<file path="src/rtl/pet_stats_pkg.sv">
// rtl/pet_stats_pkg.sv - shared widths, stat indices and arbiter state encoding for the pet stat block
package pet_stats_pkg;

    localparam int STAT_W    = 4;
    localparam int NUM_STATS = 6;

    localparam logic [2:0] IDX_HUNGER    = 3'd0;
    localparam logic [2:0] IDX_HAPPINESS = 3'd1;
    localparam logic [2:0] IDX_HEALTH    = 3'd2;
    localparam logic [2:0] IDX_HYGIENE   = 3'd3;
    localparam logic [2:0] IDX_ENERGY    = 3'd4;
    localparam logic [2:0] IDX_SOCIAL    = 3'd5;

    typedef enum logic [1:0] {
        ST_IDLE  = 2'd0,
        ST_APPLY = 2'd1,
        ST_DONE  = 2'd2
    } arb_state_e;

    function automatic logic idx_valid(input logic [2:0] idx);
        return idx < 3'(NUM_STATS);
    endfunction

endpackage

</file>
<file path="src/rtl/stat_update_arbiter_if.sv">
// rtl/stat_update_arbiter_if.sv - request/grant and update-report bundle between requesters and the stat arbiter
interface stat_update_arbiter_if;

    logic       dec_req;
    logic [2:0] dec_idx;
    logic [2:0] dec_delta;
    logic       dec_gnt;

    logic       usr_req;
    logic [2:0] usr_idx;
    logic [2:0] usr_delta;
    logic       usr_gnt;

    logic       upd_valid;
    logic [2:0] upd_idx;
    logic       upd_err;

    modport master (
        output dec_req, dec_idx, dec_delta,
        output usr_req, usr_idx, usr_delta,
        input  dec_gnt, usr_gnt,
        input  upd_valid, upd_idx, upd_err
    );

    modport slave (
        input  dec_req, dec_idx, dec_delta,
        input  usr_req, usr_idx, usr_delta,
        output dec_gnt, usr_gnt,
        output upd_valid, upd_idx, upd_err
    );

endinterface

</file>
<file path="src/rtl/stat_sat_adder.sv">
// rtl/stat_sat_adder.sv - combinational stat plus signed 3-bit delta, clamped to [0, STAT_MAX]
module stat_sat_adder #(
    parameter int STAT_W   = 4,
    parameter int STAT_MAX = 15
) (
    input  logic [STAT_W-1:0] stat,
    input  logic [2:0]        delta,
    output logic [STAT_W-1:0] result
);

    localparam logic signed [STAT_W+1:0] MAX_S = (STAT_W+2)'(STAT_MAX);
    localparam logic [STAT_W-1:0]        MAX_R = STAT_W'(STAT_MAX);

    logic signed [STAT_W+1:0] sum;

    // Two guard bits keep both underflow below zero and overflow past 2**STAT_W-1 representable.
    always_comb begin
        sum = $signed({2'b00, stat}) + $signed({{(STAT_W-1){delta[2]}}, delta});
        if (sum[STAT_W+1]) begin
            result = '0;
        end else if (sum > MAX_S) begin
            result = MAX_R;
        end else begin
            result = sum[STAT_W-1:0];
        end
    end

endmodule

</file>
<file path="src/rtl/stat_update_arbiter.sv">
// rtl/stat_update_arbiter.sv - round-robin decay/user arbiter and sole writer of the six pet stats; CARE_COOLDOWN_EN adds a user lockout
module stat_update_arbiter
    import pet_stats_pkg::*;
#(
    parameter int STAT_W          = pet_stats_pkg::STAT_W,
    parameter int STAT_MAX        = 15,
    parameter int STAT_INIT       = 0,
    parameter int COOLDOWN_CYCLES = 1000
) (
    input  logic                 clk,
    input  logic                 reset,
    stat_update_arbiter_if.slave bus,
    output logic [STAT_W-1:0]    hunger,
    output logic [STAT_W-1:0]    happiness,
    output logic [STAT_W-1:0]    health,
    output logic [STAT_W-1:0]    hygiene,
    output logic [STAT_W-1:0]    energy,
    output logic [STAT_W-1:0]    social,
    output logic                 busy,
    output logic                 cooldown_active
);

    arb_state_e        state;
    logic              prefer_usr;
    logic              lat_usr;
    logic [2:0]        lat_idx;
    logic [2:0]        lat_delta;
    logic [STAT_W-1:0] stats [NUM_STATS];
    logic [STAT_W-1:0] cur_stat;
    logic [STAT_W-1:0] new_stat;
    logic              usr_eligible;
    logic              usr_wins;

    assign usr_eligible = bus.usr_req & ~cooldown_active;
    assign usr_wins     = usr_eligible & (~bus.dec_req | prefer_usr);

    always_comb begin
        cur_stat = '0;
        for (int i = 0; i < NUM_STATS; i++) begin
            if (lat_idx == 3'(i)) cur_stat = stats[i];
        end
    end

    stat_sat_adder #(
        .STAT_W   (STAT_W),
        .STAT_MAX (STAT_MAX)
    ) u_adder (
        .stat   (cur_stat),
        .delta  (lat_delta),
        .result (new_stat)
    );

    always_ff @(posedge clk) begin
        if (reset) begin
            state         <= ST_IDLE;
            prefer_usr    <= 1'b1;
            lat_usr       <= 1'b0;
            lat_idx       <= '0;
            lat_delta     <= '0;
            bus.dec_gnt   <= 1'b0;
            bus.usr_gnt   <= 1'b0;
            bus.upd_valid <= 1'b0;
            bus.upd_idx   <= '0;
            bus.upd_err   <= 1'b0;
            for (int i = 0; i < NUM_STATS; i++) stats[i] <= STAT_W'(STAT_INIT);
        end else begin
            case (state)
                ST_IDLE: begin
                    if (usr_eligible || bus.dec_req) begin
                        state       <= ST_APPLY;
                        lat_usr     <= usr_wins;
                        lat_idx     <= usr_wins ? bus.usr_idx : bus.dec_idx;
                        lat_delta   <= usr_wins ? bus.usr_delta : bus.dec_delta;
                        bus.usr_gnt <= usr_wins;
                        bus.dec_gnt <= ~usr_wins;
                        prefer_usr  <= ~usr_wins;
                    end
                end
                ST_APPLY: begin
                    bus.usr_gnt   <= 1'b0;
                    bus.dec_gnt   <= 1'b0;
                    // Out-of-range indices match no entry, so they leave every stat untouched.
                    for (int i = 0; i < NUM_STATS; i++) begin
                        if (lat_idx == 3'(i)) stats[i] <= new_stat;
                    end
                    bus.upd_valid <= 1'b1;
                    bus.upd_idx   <= lat_idx;
                    bus.upd_err   <= ~idx_valid(lat_idx);
                    state         <= ST_DONE;
                end
                ST_DONE: begin
                    bus.upd_valid <= 1'b0;
                    bus.upd_err   <= 1'b0;
                    state         <= ST_IDLE;
                end
                default: state <= ST_IDLE;
            endcase
        end
    end

`ifdef CARE_COOLDOWN_EN
    localparam int CD_W = $clog2(COOLDOWN_CYCLES + 1);

    logic [CD_W-1:0] cd_cnt;

    always_ff @(posedge clk) begin
        if (reset) begin
            cd_cnt <= '0;
        end else if (state == ST_APPLY && lat_usr) begin
            cd_cnt <= CD_W'(COOLDOWN_CYCLES);
        end else if (cd_cnt != '0) begin
            cd_cnt <= cd_cnt - CD_W'(1);
        end
    end

    assign cooldown_active = (cd_cnt != '0);
`else
    assign cooldown_active = 1'b0 & (COOLDOWN_CYCLES < 0);
`endif

    assign busy      = (state != ST_IDLE);
    assign hunger    = stats[IDX_HUNGER];
    assign happiness = stats[IDX_HAPPINESS];
    assign health    = stats[IDX_HEALTH];
    assign hygiene   = stats[IDX_HYGIENE];
    assign energy    = stats[IDX_ENERGY];
    assign social    = stats[IDX_SOCIAL];

endmodule
</file>
<file path="src/flat_wrapper.sv">
// flat-port wrapper written by rule: the top's interface ports become plain ports
module stat_update_arbiter_flat import pet_stats_pkg::*;
#(
    parameter int STAT_W          = pet_stats_pkg::STAT_W,
    parameter int STAT_MAX        = 15,
    parameter int STAT_INIT       = 0,
    parameter int COOLDOWN_CYCLES = 1000
)
  (clk, reset, hunger, happiness, health, hygiene, energy, social, busy, cooldown_active, bus_dec_req, bus_dec_idx, bus_dec_delta, bus_usr_req, bus_usr_idx, bus_usr_delta, bus_dec_gnt, bus_usr_gnt, bus_upd_valid, bus_upd_idx, bus_upd_err);
  stat_update_arbiter_if bus_i ();
  input  logic clk;
  input  logic reset;
  output logic [STAT_W-1:0] hunger;
  output logic [STAT_W-1:0] happiness;
  output logic [STAT_W-1:0] health;
  output logic [STAT_W-1:0] hygiene;
  output logic [STAT_W-1:0] energy;
  output logic [STAT_W-1:0] social;
  output logic busy;
  output logic cooldown_active;
  input wire logic [$bits(bus_i.dec_req)-1:0] bus_dec_req;
  input wire logic [$bits(bus_i.dec_idx)-1:0] bus_dec_idx;
  input wire logic [$bits(bus_i.dec_delta)-1:0] bus_dec_delta;
  input wire logic [$bits(bus_i.usr_req)-1:0] bus_usr_req;
  input wire logic [$bits(bus_i.usr_idx)-1:0] bus_usr_idx;
  input wire logic [$bits(bus_i.usr_delta)-1:0] bus_usr_delta;
  output wire logic [$bits(bus_i.dec_gnt)-1:0] bus_dec_gnt;
  output wire logic [$bits(bus_i.usr_gnt)-1:0] bus_usr_gnt;
  output wire logic [$bits(bus_i.upd_valid)-1:0] bus_upd_valid;
  output wire logic [$bits(bus_i.upd_idx)-1:0] bus_upd_idx;
  output wire logic [$bits(bus_i.upd_err)-1:0] bus_upd_err;
  assign bus_i.dec_req = bus_dec_req;
  assign bus_i.dec_idx = bus_dec_idx;
  assign bus_i.dec_delta = bus_dec_delta;
  assign bus_i.usr_req = bus_usr_req;
  assign bus_i.usr_idx = bus_usr_idx;
  assign bus_i.usr_delta = bus_usr_delta;
  assign bus_dec_gnt = bus_i.dec_gnt;
  assign bus_usr_gnt = bus_i.usr_gnt;
  assign bus_upd_valid = bus_i.upd_valid;
  assign bus_upd_idx = bus_i.upd_idx;
  assign bus_upd_err = bus_i.upd_err;
  stat_update_arbiter #(.STAT_W(STAT_W), .STAT_MAX(STAT_MAX), .STAT_INIT(STAT_INIT), .COOLDOWN_CYCLES(COOLDOWN_CYCLES)) u_core (.clk(clk), .reset(reset), .bus(bus_i), .hunger(hunger), .happiness(happiness), .health(health), .hygiene(hygiene), .energy(energy), .social(social), .busy(busy), .cooldown_active(cooldown_active));
endmodule
</file>
<file path="config.mk">
export PLATFORM = sky130hd
export DESIGN_NAME = stat_update_arbiter_flat
export DESIGN_NICKNAME = d
export VERILOG_FILES = /design/src/rtl/pet_stats_pkg.sv /design/src/rtl/stat_update_arbiter_if.sv /design/src/rtl/stat_sat_adder.sv /design/src/rtl/stat_update_arbiter.sv /design/src/flat_wrapper.sv
export SDC_FILE = /design/constraint.sdc
export NUM_CORES = 1
export LEC_CHECK = 0
export ABC_AREA = 0
export CAP_MARGIN = 20
export CORE_MARGIN = 8
export CORE_UTILIZATION = 39
export DETAILED_ROUTE_END_ITERATION = 8
export MAX_ROUTING_LAYER = met4
export PLACE_DENSITY = 0.66
export SLEW_MARGIN = 20
export SYNTH_ARGS = -nofsm -noshare
export SYNTH_HDL_FRONTEND = slang
export SYNTH_SLANG_ARGS = --single-unit
</file>
<file path="constraint.sdc">
create_clock -name clk -period 5 [get_ports clk]
set_input_delay 0.75 -clock clk [delete_from_list [all_inputs] [get_ports clk]]
set_output_delay 0.75 -clock clk [all_outputs]
set_load 0.1 [all_outputs]
</file>
# Word level (Yosys, flattened, before mapping)
# Memories as Yosys holds them, arrays and structs flattened.
# Index checks and enable logic that the tools add are counted.
# totals
mem_count,1
latch_bits,0
output_inout_bits,33
wordCells,90
ramBits,24
input_bits,16
register_bits,16
rom_bits,0
# mem_list
memory,words,width,read_ports,rd_ports_with_merged_regs,wr,line,rtl
u_core.stats,6,4,6,0,6,stat_update_arbiter.sv:28,logic [STAT_W-1:0] stats [NUM_STATS];
# classes
reduce_logical,8
div_mod_pow,0
mul,0
n_eq_ne,8
magnitude_cmp,2
mux,50
bitwise,11
add_sub_neg,1
shifts,0
# op_table
op,count
$mux W4,14
$mux W1,28
$pmux W1 S2,4
$or A1 B1 Y1,7
$add A5 B3 Y6,1
$eq A3 B2 Y1 const B,2
$eq A3 B3 Y1 const B,2
$gt A6 B5 Y1 const B,1
$mux W3,2
$reduce_bool A2 Y1,3
$pmux W2 S2,1
$reduce_and A2 Y1,2
$eq A3 B1 Y1 const B,1
$logic_not A3 Y1,1
$lt A3 B3 Y1 const B,1
$not A1 Y1,3
$eq A2 B1 Y1 const B,1
$eq A2 B2 Y1 const B,1
$logic_not A2 Y1,1
$mux W2,1
$ne A2 B1 Y1 const B,1
$and A1 B1 Y1,1
$logic_or A1 B1 Y1,1

# Longest topological paths before layout
# Gate-level depths: netlist of run 1.
# depth
depth_word,12
mapped_depth,12
mapped_depth_nobuf,11

# Cells and area by module
# Synthesis of run 1 repeated with hierarchy kept, for this count alone.
# hier_totals
hier_cells,212
hier_area_um2,2313.5
# modules_own_cells
module,area_per_inst_um2,instances,cells_each,seq_area_each_um2
stat_update_arbiter,2019.4,1,173,1041.0
stat_sat_adder,294.0,1,39,0.0

# Worst setup path after synthesis of run 1
# No wires, ideal clock.
# synth_path
kind,register to register
start,mem u_core.stats[1][0] (netlist: u_core.stats[0][4])
end,mem u_core.stats[2][3] (netlist: u_core.stats[0][11]) (data pin)
required_time_ns,4.740
arrival_time_ns,3.152
path_slack_ns,1.588
period_less_slack_ns,3.412
path_buffers,0
setup_ns,0.260
stages_incl_launch_ff,12
cell_sequence,edfxtp_1 > mux4_2 > inv_1 > o22ai_1 > ha_1 > inv_1 > fa_1 > nand2b_1 > a21bo_2 > a311o_1 > a22oi_4 > nor2_1
# synth_rtl
item,line
start: declaration,stat_update_arbiter.sv:28

==> results of run 1 <==
==> synth_stat cells (2+ instances only) <==
cell type,n,area [um2]
a211oi_1,4,30.03
a21o_1,3,22.52
a21oi_1,10,50.05
a221oi_4,2,52.55
a222oi_1,6,60.06
a31o_2,3,26.28
buf_2,4,20.02
clkbuf_1,3,11.26
dfxtp_1,16,320.3
edfxtp_1,24,720.7
ha_1,8,100.1
inv_1,16,60.06
mux2i_1,6,60.06
mux4_2,4,90.09
nand2_1,10,37.54
nand2b_1,6,37.54
nand3_1,4,20.02
nor2_1,38,142.6
nor2b_1,6,37.54
o21ai_0,3,15.01
o22ai_1,4,25.02
==> per-stage QoR <==
step	utilization, %	cell area [um2]	setup slack (ns)	hold slack (ns)
finish	51.34	2775	1.553	0.4739
global route	51.34	2775	1.310	0.4998
CTS	51.34	2775	1.513	0.4816
detailed placement	49.21	2660	1.541	0.4649
global placement	49.21	2660	1.551	0.4601
floorplan	-	2138	1.588	0.4753
==> layout by cell type, fill, tap and decap left out, types with 2 or more instances in the layout <==
cell	synthesis	final
a21oi_1	10	10
a31o_2	3	3
edfxtp_1	24	24
nand2_1	10	10
clkbuf_8	0	5
mux2i_1	6	6
o22ai_1	4	4
nor2_1	38	38
nand2b_1	6	6
nand3_1	4	4
mux4_2	4	4
a21o_1	3	3
inv_1	16	16
a221oi_4	2	2
dfxtp_1	16	16
o21ai_0	3	3
nor2b_1	6	6
a211oi_1	4	4
ha_1	8	8
clkdlybuf4s50_1	0	47
a222oi_1	6	6
==> state kept, by name, summed over array words and instances (netlist names) <==
signal / count
u_core.bus.dec_gnt: 1
u_core.bus.upd_err: 1
u_core.bus.upd_idx: 3
u_core.bus.upd_valid: 1
u_core.bus.usr_gnt: 1
u_core.lat_delta: 3
u_core.lat_idx: 3
u_core.prefer_usr: 1
u_core.state: 2
u_core.stats: 24
==> worst min path at each step <==
stage,startpoint,endpoint,slack [ns],cells past startpoint
floorplan,u_core.state[1]$_SDFFE_PP0P_,u_core.state[1]$_SDFFE_PP0P_,0.48,2
global placement,u_core.bus.upd_err$_SDFFE_PP0P_,u_core.bus.upd_err$_SDFFE_PP0P_,0.46,2
detailed placement,u_core.bus.upd_idx[2]$_SDFFE_PP0P_,u_core.bus.upd_idx[2]$_SDFFE_PP0P_,0.46,2
CTS,u_core.bus.upd_err$_SDFFE_PP0P_,u_core.bus.upd_err$_SDFFE_PP0P_,0.48,2
global route,u_core.bus.upd_err$_SDFFE_PP0P_,u_core.bus.upd_err$_SDFFE_PP0P_,0.50,2
finish,u_core.bus.upd_err$_SDFFE_PP0P_,u_core.bus.upd_err$_SDFFE_PP0P_,0.47,2
==> cell type report <==
cell class | count | area (um2)
clock buffers | 5 | 68.82
clock inverters | 3 | 46.29
inverters | 16 | 60.06
well taps | 72 | 90.09
fillers | 494 | 2630
multi-input cells | 136 | 998.5
flip-flops and latches | 40 | 1041
repair buffers | 47 | 470.5
==> routing by layer <==
| layer | GRT usage, % | up-vias | part of all wire (%) |
|---|---|---|---|
| li1 | - | 820 | - |
| met1 | 16.46 | 766 | 47 |
| met2 | 20.18 | 53 | 47 |
| met3 | 4.073 | 4 | 5.0 |
| met4 | 3.883 | 0 | 0.74 |
| met5 | - | - | 0 |
==> where the power goes <==
group          internal, mW  leakage [nW]  switching (mW)  total (mW)
Clock                 0.150        0.0548           0.121       0.271
Combinational         0.114         0.594           0.237       0.350
Sequential            0.372         0.380          0.0252       0.397
Total                 0.636          1.03           0.383        1.02
==> cells by family after synthesis <==
group / synth area share [%]
other cells: 0.1754
fa+ha+maj: 5.618
flops: 48.68
mux: 7.022
buf+inv: 4.623
simple gates: 15.22
xor+xnor: 0.4097
compound gates: 18.26
==> worst max-delay path: stages (launching register included) <==
cell and delay (ns):
dfxtp_1 0.80, mux4_2 0.35, inv_1 0.05, o22ai_1 0.15, ha_1 0.18, inv_1 0.06, fa_1 0.37, nand2b_1 0.21
a21bo_2 0.26, a311o_1 0.39, a22oi_4 0.28, nor2_1 0.09
==> results.toml, run 1 <==
[clock_network]
cts_num_sinks = 40
insertion_delay_ns = 0.29
cts_tree = "done"
cts_resized = 0
post_cts_buffers = 0
numCtsBuffers = 5
cts-root-buf = "clkbuf_8"
clockBufferDepth = 2
hold_buffers = 0
clk_pin_slew_ns = 0.08
h-tree-depth = 2

[floorplanning]
die_h_um = 90.05
die_area_um2 = 8108
die_width_um = 90.05
num_rows = 27
start_util_pct = 39.56
ioPinCount = 49
core_area_um2 = 5405

[timing]
rsz0062_at_grt = "false"
skew_ns = 0.004261
hold_viol = 0
maxSlewViolCount = 0
slew_headroom_pct = 33.87
period_share_pct = 68.93
final.setup.tns_ns = 0
finalSetupViolations = 0
worst_pin_slew_ns = 0.9889
fin_crit_ns = 3.447
max_freq_mhz = 290.1

[cells_and_area]
layout.cells.non_filler = 319
drive_gt1_share_pct = 9.312
antenna-diode-count = 0
synthToLayoutAreaGrowth_pct = 29.78
nets = 271

[global_route]
antenna_found_initial = 0
grt_util_all_layers_pct = 13.23
grt_pass1_vias = 1702
grt_max_degree = 26
grt_pass1_wl_mm = 8.514
gr-total-overflow = 0

[yosys]
syn_avg_cell_area_um2 = 10.69
synth_cell_types = 41
synthArstFlopShare_pct = 0
ys_warn_count = 0
seq_area_frac_synth_pct = 48.68
synth-edff-count = 24
synthCells = 200
syn-num-nets = 225
syn-cell-area_um2 = 2138
synthFlopType = "edfxtp_1"
synth_seq_cells = 40

[job]
maxCapViolCount = 0

[worst_setup_path]
reg2reg_depth = 11
r2r_end = "u_core.stats[0][19]$_SDFFCE_PN0P_"
ff2ff_setup_slack_ns = 1.55
cp-start-kind = "flip-flop"
worstPathArrival_ns = 3.49
path_class = "reg2reg"
startpoint = "u_core.lat_idx[0]$_SDFFE_PP0P_"
required_ns = 5.04
worstSetupEndpoint = "u_core.stats[0][19]$_SDFFCE_PN0P_"
path_max_fanout = 16
r2r_start = "u_core.lat_idx[0]$_SDFFE_PP0P_"
end_kind = "flip-flop"

[route]
finalWirelength_mm = 5.102
num_vias = 1643
drtIter0Drc = 158
drc_errors = 0
dr.pass1.iters = 4
wl_per_cell_um = 15.99
via_per_inst = 5.150
final_antenna_net_count = 0

[status]
status = "completed"

[min_path]
hold_class = "reg2reg"

[power]
cellPowerDensity_nw_per_um2 = 367.0
leakage_nw = 1.029
peakVddDrop_mv = 0.2064
p_total_mw = 1.019

[placed_design]
place.detailed.hpwl_mm = 3.889
gp_congestion = 0.8370
portBuffers = 47
placed_cells = 311
No activity file was read; power rests on OpenSTA's default activity.
==> inputs of run 2 (changes only) <==
--- a/config.mk
+++ b/config.mk
@@ -11,7 +11,7 @@
 export CORE_UTILIZATION = 39
 export DETAILED_ROUTE_END_ITERATION = 8
 export MAX_ROUTING_LAYER = met4
-export PLACE_DENSITY = 0.66
+export PLACE_DENSITY = 0.68
 export SLEW_MARGIN = 20
 export SYNTH_ARGS = -nofsm -noshare
 export SYNTH_HDL_FRONTEND = slang
==> constraint.sdc (replaced) <==
create_clock -name clk -period 2.8 [get_ports clk]
set_input_delay 0.42 -clock clk [delete_from_list [all_inputs] [get_ports clk]]
set_output_delay 0.42 -clock clk [all_outputs]
set_load 0.1 [all_outputs]
==> results.toml, run 2 (synthesis results as in run 1) <==
[worst_setup_path]
path_max_fanout = 7
critPathTopFamily = "compound AO/OA/AOI/OAI gates"
cp_slowest_cell = "dfxtp_4"
required_ns = 2.83
worstPathArrival_ns = 2.86
cp-start-kind = "flip-flop"
crit_path_cell_trace = "mux4_2 -> inv_2 -> o22ai_4 -> ha_4 -> inv_2 -> fa_2 -> nand2b_4 -> a21bo_4 -> and3_2 -> a221oi_4 -> nor2_1"
crit_buf_inv = 2
path_common_cell = "inv_2"
cp_slowest_stage_delay_ns = 0.38
path_class = "reg2reg"
end_kind = "flip-flop"

[cells_and_area]
stdcell_area_um2 = 3004
final_cell_mix = "buf_4 (60), nor2_1 (33), edfxtp_1 (24)"
layout_commonest_cell = "buf_4"
multi_input_area_um2 = 1070
fill_cells = 515
drive_gt1_share_pct = 36.82
regArea_um2 = 1046
layout.cells.non_filler = 349
largest-register = "u_core.stats"
synthToLayoutAreaGrowth_pct = 40.49
antenna-diode-count = 0
nets = 301
largest_reg_flops = 24

[global_route]
grt_util_all_layers_pct = 13.62
grt_pass1_vias = 1845
grt_pass1_wl_mm = 8.832
gr-total-overflow = 0
grt_max_degree = 15
antenna_found_initial = 0

[floorplanning]
die_area_um2 = 8108
start_util_pct = 39.56
die_width_um = 90.05
die_h_um = 90.05
ioPinCount = 49
core_area_um2 = 5405
num_rows = 27

[placed_design]
place.detailed.hpwl_mm = 4.351
portBuffers = 47
placed_cells = 337
postPlaceCellArea_um2 = 2795
gp_congestion = 0.8081

[timing]
maxSlewViolCount = 0
max_freq_mhz = 353.6
fin_crit_ns = 2.828
skew_ns = 0.003984
slew_headroom_pct = 55.20
hold_viol = 0
hold_slack_ns = 0.4819
rsz0062_at_grt = "true"
worst_pin_slew_ns = 0.6650
finalSetupViolations = 15
period_share_pct = 101.0
setup_slack_ns = -0.02781

[clock_network]
numCtsBuffers = 5
h-tree-depth = 2
cts-root-buf = "clkbuf_8"
insertion_delay_ns = 0.29
clk_pin_slew_ns = 0.08
clockBufferDepth = 2
cts_num_sinks = 40
hold_buffers = 0
cts_tree = "done"

[power]
peakVddDrop_mv = 0.3017
leakage_nw = 1.246
cellPowerDensity_nw_per_um2 = 640.9

[status]
status = "finished, violations left"
violations = "negative setup slack"

[min_path]
hold_class = "reg2reg"

[route]
final_antenna_net_count = 0
drtIter0Drc = 129
num_vias = 1791
drc_errors = 0
finalWirelength_mm = 5.463
dr.pass1.iters = 4
wl_per_cell_um = 15.65
via_per_inst = 5.132

[job]
maxCapViolCount = 0
[run 2: changes by cell type in the layout (fill, tap and decap cells not counted), sizes merged]
cell / change
buf: +62
clkdlybuf4s50: -32
[run 2: area by class of cell]
| type | instances | area share (%) |
|---|---|---|
| clock inverter | 3 | 1.541 |
| timing repair buffer | 77 | 20.74 |
| tap | 72 | 2.999 |
| sequential | 40 | 34.82 |
| inverter | 16 | 1.999 |
| multi-input combinational | 136 | 35.61 |
| clock buffer | 5 | 2.291 |
[run 2: metrics by stage]
| step | total power [mW] | setup slack, ns | TNS, ns | util [%] |
|---|---|---|---|---|
| floorplan | 1.209 | -0.5209 | -10.73 | - |
| global placement | 1.416 | -0.1859 | -3.100 | 51.71 |
| detailed placement | 1.424 | -0.2179 | -4.059 | 51.71 |
| CTS | 1.915 | -0.06354 | -0.9074 | 54.54 |
| global route | 2.012 | -0.1380 | -2.398 | 55.58 |
| finish | 1.925 | -0.02781 | -0.1485 | 55.58 |
[run 2: final timing paths]
check | start | endpoint | slack (ns) | cells past startpoint
hold / removal | u_core.bus.upd_err$_SDFFE_PP0P_ | u_core.bus.upd_err$_SDFFE_PP0P_ | 0.48 | 2
hold reg to reg | u_core.bus.upd_err$_SDFFE_PP0P_ | u_core.bus.upd_err$_SDFFE_PP0P_ | 0.48 | 2
setup reg to reg | u_core.lat_idx[0]$_SDFFE_PP0P_ | u_core.stats[0][4]$_SDFFCE_PN0P_ | -0.03 | 11
setup / recovery | u_core.lat_idx[0]$_SDFFE_PP0P_ | u_core.stats[0][4]$_SDFFCE_PN0P_ | -0.03 | 11
[run 2: power breakdown]
| part | switching [mW] | internal (mW) |
|---|---|---|
| clock network | 0.209 | 0.268 |
| logic | 0.473 | 0.279 |
| registers | 0.0315 | 0.664 |
| total | 0.714 | 1.21 |
[run 2: per-layer routing]
metal  wire (um)  global-route usage [%]
met1        2505                   17.10
met2        2637                   21.47
met3         297                   3.159
met4          21                   3.745
met5           0                       -
[run 2: worst reg2reg max path, cell delays in order (launching register included)]
cell and delay, ns:
dfxtp_4 0.38, mux4_2 0.34, inv_2 0.04, o22ai_4 0.19, ha_4 0.16, inv_2 0.04, fa_2 0.33, nand2b_4 0.16
a21bo_4 0.23, and3_2 0.26, a221oi_4 0.35, nor2_1 0.09
[run 2: repair_timing]
item	CTS	global route
pin swaps	6	1
setup endpoints to repair	24	24
resized for setup	6	11
setup buffers	3	1
